## src/rtl/sram_port_arbiter.sv

```systemverilog
// Round-robin arbiter sharing one single-port synchronous SRAM among NUM_REQ
// requesters, with lock-based burst ownership bounded by MAX_HOLD.
module sram_port_arbiter #(
   parameter int NUM_REQ    = 3,
   parameter int ADDR_WIDTH = 4,
   parameter int DATA_WIDTH = 8,
   parameter int MAX_HOLD   = 16
) (
   input  logic                          clk,
   input  logic                          rst_n,
   input  logic [NUM_REQ-1:0]            req,
   input  logic [NUM_REQ-1:0]            lock,
   input  logic [NUM_REQ-1:0]            we,
   input  logic [NUM_REQ*ADDR_WIDTH-1:0] addr,
   input  logic [NUM_REQ*DATA_WIDTH-1:0] wdata,
   output logic [NUM_REQ-1:0]            gnt,
   output logic [NUM_REQ-1:0]            rvalid,
   output logic [DATA_WIDTH-1:0]         rdata,
   output logic                          mem_cs,
   output logic                          mem_we,
   output logic [ADDR_WIDTH-1:0]         mem_addr,
   output logic [DATA_WIDTH-1:0]         mem_din,
   input  logic [DATA_WIDTH-1:0]         mem_dout
);

   localparam int PW = $clog2(NUM_REQ);
   localparam int HW = $clog2(MAX_HOLD);
   localparam logic [PW-1:0] LAST_REQ = PW'(NUM_REQ - 1);
   localparam logic [HW-1:0] HOLD_TOP = HW'(MAX_HOLD - 1);

   localparam logic [0:0] IDLE = 1'b0;
   localparam logic [0:0] OWN  = 1'b1;

   logic [0:0]         state, state_nxt;
   logic [PW-1:0]      owner, owner_nxt;
   logic [PW-1:0]      rr_ptr, rr_ptr_nxt;
   logic [HW-1:0]      hold_cnt, hold_nxt;
   logic [NUM_REQ-1:0] gnt_nxt;
   logic               access;
   logic               others;
   logic               keep;
   logic               win_found;
   logic [PW-1:0]      win_idx;
   int                 cand;

   // An access needs both the registered grant and a still-asserted request.
   assign access = |(gnt & req);
   assign others = |(req & ~gnt);
   assign rdata  = mem_dout;

   always_comb begin
      // NOTE: every output of a combinational block gets a default first, so no path leaves it unassigned and infers a latch.
      mem_cs   = access;
      mem_we   = 1'b0;
      mem_addr = '0;
      mem_din  = '0;
      if (access) begin
         mem_we   = we[owner];
         mem_addr = addr[int'(owner)*ADDR_WIDTH +: ADDR_WIDTH];
         mem_din  = wdata[int'(owner)*DATA_WIDTH +: DATA_WIDTH];
      end
   end

   // Scan from rr_ptr+1 upward with wrap; the current owner is the last candidate.
   always_comb begin
      win_found = 1'b0;
      win_idx   = '0;
      cand      = 0;
      for (int k = 1; k <= NUM_REQ; k++) begin
         cand = (int'(rr_ptr) + k) % NUM_REQ;
         if (!win_found && req[cand]) begin
            win_found = 1'b1;
            win_idx   = PW'(cand);
         end
      end
   end

   assign keep = (state == OWN) && req[owner] && lock[owner] &&
                 ((hold_cnt < HOLD_TOP) || !others);

   always_comb begin
      state_nxt  = state;
      owner_nxt  = owner;
      rr_ptr_nxt = rr_ptr;
      hold_nxt   = hold_cnt;
      gnt_nxt    = gnt;
      if (keep) begin
         hold_nxt = (hold_cnt == HOLD_TOP) ? hold_cnt : hold_cnt + 1'b1;
      end else if (win_found) begin
         state_nxt        = OWN;
         owner_nxt        = win_idx;
         rr_ptr_nxt       = win_idx;
         hold_nxt         = '0;
         gnt_nxt          = '0;
         gnt_nxt[win_idx] = 1'b1;
      end else begin
         state_nxt = IDLE;
         hold_nxt  = '0;
         gnt_nxt   = '0;
      end
   end

   always_ff @(posedge clk or negedge rst_n) begin
      if (!rst_n) begin
         state    <= IDLE;
         owner    <= '0;
         rr_ptr   <= LAST_REQ;
         hold_cnt <= '0;
         gnt      <= '0;
         rvalid   <= '0;
      end else begin
         // NOTE: sequential state uses non-blocking assignments so every register samples pre-edge values.
         state    <= state_nxt;
         owner    <= owner_nxt;
         rr_ptr   <= rr_ptr_nxt;
         hold_cnt <= hold_nxt;
         gnt      <= gnt_nxt;
         rvalid   <= (access && !mem_we) ? gnt : '0;
      end
   end

endmodule

```

## config.mk

```make
export PLATFORM = sky130hd
export DESIGN_NAME = sram_port_arbiter
export DESIGN_NICKNAME = d
export VERILOG_FILES = /design/src/rtl/sram_port_arbiter.sv
export SDC_FILE = /design/constraint.sdc
export NUM_CORES = 1
export LEC_CHECK = 0
export ABC_AREA = 1
export CORE_MARGIN = 8
export CORE_UTILIZATION = 33
export DETAILED_ROUTE_END_ITERATION = 10
export MAX_ROUTING_LAYER = met4
export PLACE_DENSITY = 0.77
export SLEW_MARGIN = 20
export SYNTH_ARGS = -nofsm -noshare
export SYNTH_HDL_FRONTEND = slang
export SYNTH_SLANG_ARGS = --single-unit
```

## constraint.sdc

```tcl
create_clock -name clk -period 2.2 [get_ports clk]
set_clock_uncertainty 0.2 [all_clocks]
set_input_delay 0.44 -clock clk [delete_from_list [all_inputs] [get_ports clk]]
set_output_delay 0.44 -clock clk [all_outputs]
set_load 0.01 [all_outputs]
```

* After elaboration in Yosys (flattened, before gate mapping)
Cells that the tools add are included.
Word-level totals: register bits 15, bits of input ports 55, output and inout port bits 28, word-level logic and storage cells 74
Operators by class: add/sub/neg operators 4, div/mod/pow operators 3, $lt $le $gt $ge 7, equality and inequality tests 2, shifts and indexed selects 2, mux-type cells 31, bitwise logic cells 4, reductions and logical operators 15
Operators with widths (number):
- less-than comparator 32 x 4 -> 1 bit, second input constant | 3
- modulo 32 x 3 -> 32 bit, second input constant | 3
- indexed part select 24 x 6 -> 8 bit | 1
- two-way mux 1 bit | 15
- binary-select mux 1 bit (select 2 bit) | 6
- two-way mux 4 bit | 3
- indexed part select 12 x 5 -> 4 bit | 1
- two-way mux 8 bit | 1
- logical AND 1 bit | 7
- adder 2 x 2 -> 3 bit, second input constant | 2
- AND 3 bit | 2
- less-than comparator 2 x 3 -> 1 bit, second input constant | 2
- two-way mux 2 bit | 3
- two-way mux 3 bit | 2
- OR reduction 3 bit | 2
- adder 4 x 1 -> 4 bit, second input constant | 1
- == test 4 bit, second input constant | 1
- zero test 1 bit | 4
- less-than comparator 4 bit, second input constant | 1
- adder 2 x 1 -> 3 bit, second input constant | 1
- NOT 3 bit | 1
- demux 1 bit (select 2 bit) | 1
- >= comparator 2 x 1 -> 1 bit, second input constant | 1
- inequality test 2 bit, second input constant | 1
- other kinds (3) | 3

* Logic depth before layout (Yosys ltp)
word-level depth 17, gate-level depth with buffers 14

* Worst setup path before layout
Ideal clock, no wire load.
path kind reg-to-reg, from register owner[0], to register gnt[0], library setup time 0.116 ns, arrival time 1.802 ns, data required time 1.884 ns, path slack 0.082 ns, stages on the path, launching flop included 14, path buffers 3, clock period less this slack 2.118 ns, cell sequence dfrtp_1 > buf_6 > inv_4 > clkbuf_1 > ha_1 > buf_4 > nand2_1 > nand3_1 > nand2_2 > nand2_1 > nor3_2 > nor2_1 > nand2_1 > nand2_1
Between the ends: longest elaborated chain between the ends 5, elaborated cells on any way between the ends 7
RTL lines:
- start, declared | RTL line 35 | logic [PW-1:0] owner, owner_nxt;
- start signal, assigned | RTL line 114 | owner <= owner_nxt;
- binary-select mux 1 bit (select 2 bit) | RTL line 78 | assign keep = (state == OWN) && req[owner] && lock[owner] &&
- two-way mux 1 bit (not written as such) | RTL line 78
- logical AND 1 bit | RTL line 78
- logical AND 1 bit * (2 in a row) | RTL line 78
- end signal, assigned | RTL line 117 | gnt <= gnt_nxt;
- end, declared | RTL line 16 | output logic [NUM_REQ-1:0] gnt,
Mark *: on every way between the ends. The rest lies on a longest branch, timed or not. The select of a mux whose other input is x is not followed. A chain may end at the register's enable or synchronous reset.

* Worst setup path after layout
from input we[1], to output mem_we
Between the ends: longest elaborated chain between the ends 3
RTL lines:
- start, declared | RTL line 13 | input logic [NUM_REQ-1:0] we,
- binary-select mux 1 bit (select 2 bit) | RTL line 58 | mem_we = we[owner];
- two-way mux 1 bit (not written as such) | RTL line 58
- two-way mux 1 bit | RTL line 57 | if (access) begin
- end, declared | RTL line 20 | output logic mem_we,
No other way between the ends. The select of a mux whose other input is x is not followed.

==> impl_metrics.env <==
export IMPL_status="complete, no violations"
export IMPL_hold_violations=0
export IMPL_grt_pass1_wl_um=7330
export IMPL_cp_endpoint="mem_we"
export IMPL_cts_sinks=14
export IMPL_grt_pass1_vias=1553
export IMPL_cp_arrival_ns=1.50
export IMPL_cts_root_buf="clkbuf_8"
export IMPL_nets=333
export IMPL_wl_um=4500
export IMPL_setup_tns_ns=0
export IMPL_die_y_um=78.1
export IMPL_tightest_slew_ns=0.617
export IMPL_fin_crit_ns=2.14
export IMPL_max_freq_mhz=468
export IMPL_startpoint_type="primary input"
export IMPL_grt_max_degree=15
export IMPL_numCtsBuffers=3
export IMPL_leakage_nw=0.973
export IMPL_route_detailed_drc=0
export IMPL_min_delay_start="rr_ptr[1]$_DFFE_PN1P_"
export IMPL_relSlewSlack=0.587
export IMPL_synth_cell_area_mm2=0.00127
export IMPL_max_cap_viol_count=0
export IMPL_cts_tree="built"
export IMPL_maxSlewViolCount=0
export IMPL_drt_iter0_markers=48
export IMPL_timing_rr_start="owner[0]$_DFFE_PN0P_"
export IMPL_p_per_area_mw_per_mm2=1130
export IMPL_ys_ff_latch=14
export IMPL_vias=1551
export IMPL_coreArea_mm2=0.00369
export IMPL_hp_class="reg -> reg"
export IMPL_worstSetupEndpointType="output port"
export IMPL_setup_viol=0
export IMPL_cts_hold_buf=0
export IMPL_syn_area_per_cell_um2=6.50
export IMPL_place_inst=308
export IMPL_synth_cell_types=30
export IMPL_synth_seq_area_share=0.276
export IMPL_rsz0062_at_grt="false"
export IMPL_die_x_um=78.1
export IMPL_synth_nets=255
export IMPL_final_antenna_net_count=0
export IMPL_fin_total_pwr_mw=2.39
export IMPL_via_per_inst=4.83
export IMPL_cts_clk_slew_worst_paths_ns=0.06
export IMPL_track_usage=0.149
export IMPL_initial_utilization=0.345
export IMPL_finalNonFillerCells=321
export IMPL_areaGrowthSynthToFinish_pct=66.5
export IMPL_antenna_cells=0
export IMPL_rrSetupSlack_ns=0.28
export IMPL_dp_hpwl_um=3530
export IMPL_place_congestion=0.832
export IMPL_dr_pass1_iters=4
export IMPL_grt_overflow=0
export IMPL_crit_fanout=2
export IMPL_boundaryPins=83
export IMPL_h_tree_depth=1
export IMPL_drive_gt1_frac=0.253
export IMPL_syn_instance_count=196
export IMPL_insertion_delay_ns=0.25
export IMPL_antenna_found_initial=0
export IMPL_portBuffers=66
export IMPL_dieArea_mm2=0.00610
export IMPL_period_share=0.971
export IMPL_routedWlPerCell_um=14.0
export IMPL_critPathLaunch="we[1]"
export IMPL_critPathRequiredTime_ns=1.56
export IMPL_worstRegToRegCells=11
export IMPL_irDropWorstVdd_v=0.000711
export IMPL_clock_path_buffers=2
export IMPL_rr_endpoint="gnt[0]$_DFFE_PN0N_"
export IMPL_placement_rows=22
export IMPL_ys_warn_count=0
export IMPL_worst_setup_path_type="in -> out"
-- kinds of logic after synthesis --
logic type / synth area share
AND/OR/NAND/NOR: 0.370
adder cells (fa/ha/maj): 0.0393
flip-flops: 0.276
AO/OA/AOI/OAI: 0.165
XOR/XNOR: 0.00688
buffers and inverters: 0.142
-- how the worst min path moves through the flow --
stage	endpoint	slack, ns	cells past startpoint
after CTS	rr_ptr[1]$_DFFE_PN1P_	0.34	2
after global routing	rr_ptr[1]$_DFFE_PN1P_	0.38	2
final	rr_ptr[1]$_DFFE_PN1P_	0.34	2
after detailed placement	rr_ptr[1]$_DFFE_PN1P_	0.33	2
after floorplan	gnt[0]$_DFFE_PN0N_	-0.06	0
after global placement	rr_ptr[1]$_DFFE_PN1P_	0.32	2
-- worst max-delay path, cell delays in order --
cell	delay [ns]
clkdlybuf4s50_1	0.39
o21ai_0	0.22
a2bb2oi_2	0.17
nor2_1	0.05
clkdlybuf4s15_2	0.22
-- synthesized netlist by cell type --
master	count	area share
inv_4	1	0.0049
dfstp_2	1	0.021
buf_4	11	0.065
buf_2	2	0.0079
o21ai_0	15	0.059
nor3_1	2	0.0079
nand2_1	44	0.13
a21oi_1	13	0.051
nor2_4	1	0.0088
inv_1	11	0.032
a31oi_1	1	0.0049
nand3_1	7	0.028
nand4_1	2	0.0098
a2bb2oi_1	1	0.0069
a211oi_1	1	0.0059
nand2_2	2	0.0098
buf_6	1	0.0088
o21ai_1	6	0.024
nand3_2	4	0.031
nor2_1	37	0.11
clkbuf_1	2	0.0059
inv_2	6	0.018
nor3b_1	1	0.0059
nand2_4	2	0.018
ha_1	4	0.039
nor3_2	1	0.0079
xor2_1	1	0.0069
nor2_2	1	0.0049
o21ai_2	2	0.014
dfrtp_1	13	0.26
-- stage by stage --
step | cell area (µm²) | hold slack [ns] | utilization | worst slack [ns]
floorplan | 1270 | -0.0556 | - | 0.0819
CTS | 2120 | 0.341 | 0.574 | 0.0294
global route | 2120 | 0.383 | 0.575 | 0.00185
finish | 2120 | 0.342 | 0.575 | 0.0634
detailed placement | 2000 | 0.333 | 0.542 | -0.540
global placement | 2000 | 0.322 | 0.542 | -0.491
-- sequential cells by signal (all words and copies together), names as in the netlist --
name	cells
hold_cnt	4
gnt	3
rvalid	3
owner	2
rr_ptr	1
state	1
-- cells in the final DEF, fill, tap and decap left out, types with 3 or more instances in the layout --
| cell type | n |
|---|---|
| a21oi_1 | 12 |
| buf_2 | 5 |
| buf_4 | 20 |
| clkbuf_2 | 4 |
| clkbuf_8 | 4 |
| clkdlybuf4s15_1 | 3 |
| clkdlybuf4s15_2 | 4 |
| clkdlybuf4s50_1 | 49 |
| dfrtp_1 | 12 |
| ha_1 | 4 |
| inv_1 | 10 |
| inv_2 | 6 |
| nand2_1 | 41 |
| nand2_2 | 5 |
| nand3_1 | 6 |
| nand3_2 | 4 |
| nor2_1 | 37 |
| o21ai_0 | 15 |
| o21ai_1 | 6 |
-- what timing repair did --
action | CTS | global route
pin swaps | 1 | 2
setup buffers | 6 | 2
setup endpoints to repair | 14 | 11
resized for setup | 46 | 16
endpoints found under the hold margin | 0 | 0
gates cloned | 1 | 0
-- per-layer routing --
metal  track usage  wire length (µm)
met3        0.0399               389
met5             -                 0
met1         0.164              1960
met2         0.257              2090
met4        0.0426                65
-- where the power goes --
part / total (mW) / internal (mW) / switching [mW]
clock network: 0.248 / 0.159 / 0.0893
registers: 0.407 / 0.349 / 0.0577
logic: 1.74 / 0.788 / 0.950
total: 2.39 / 1.30 / 1.10
-- area by class of cell --
class / count / area (µm²)
Inverter: 18 / 73.8
Fill cell: 353 / 1570
Tap cell: 48 / 60.1
Clock buffer: 4 / 55.1
Timing Repair inverter: 1 / 7.51
Multi-Input combinational cell: 148 / 771
Timing Repair Buffer: 88 / 801
Sequential cell: 14 / 353
Power figures use the tool's default switching activity.
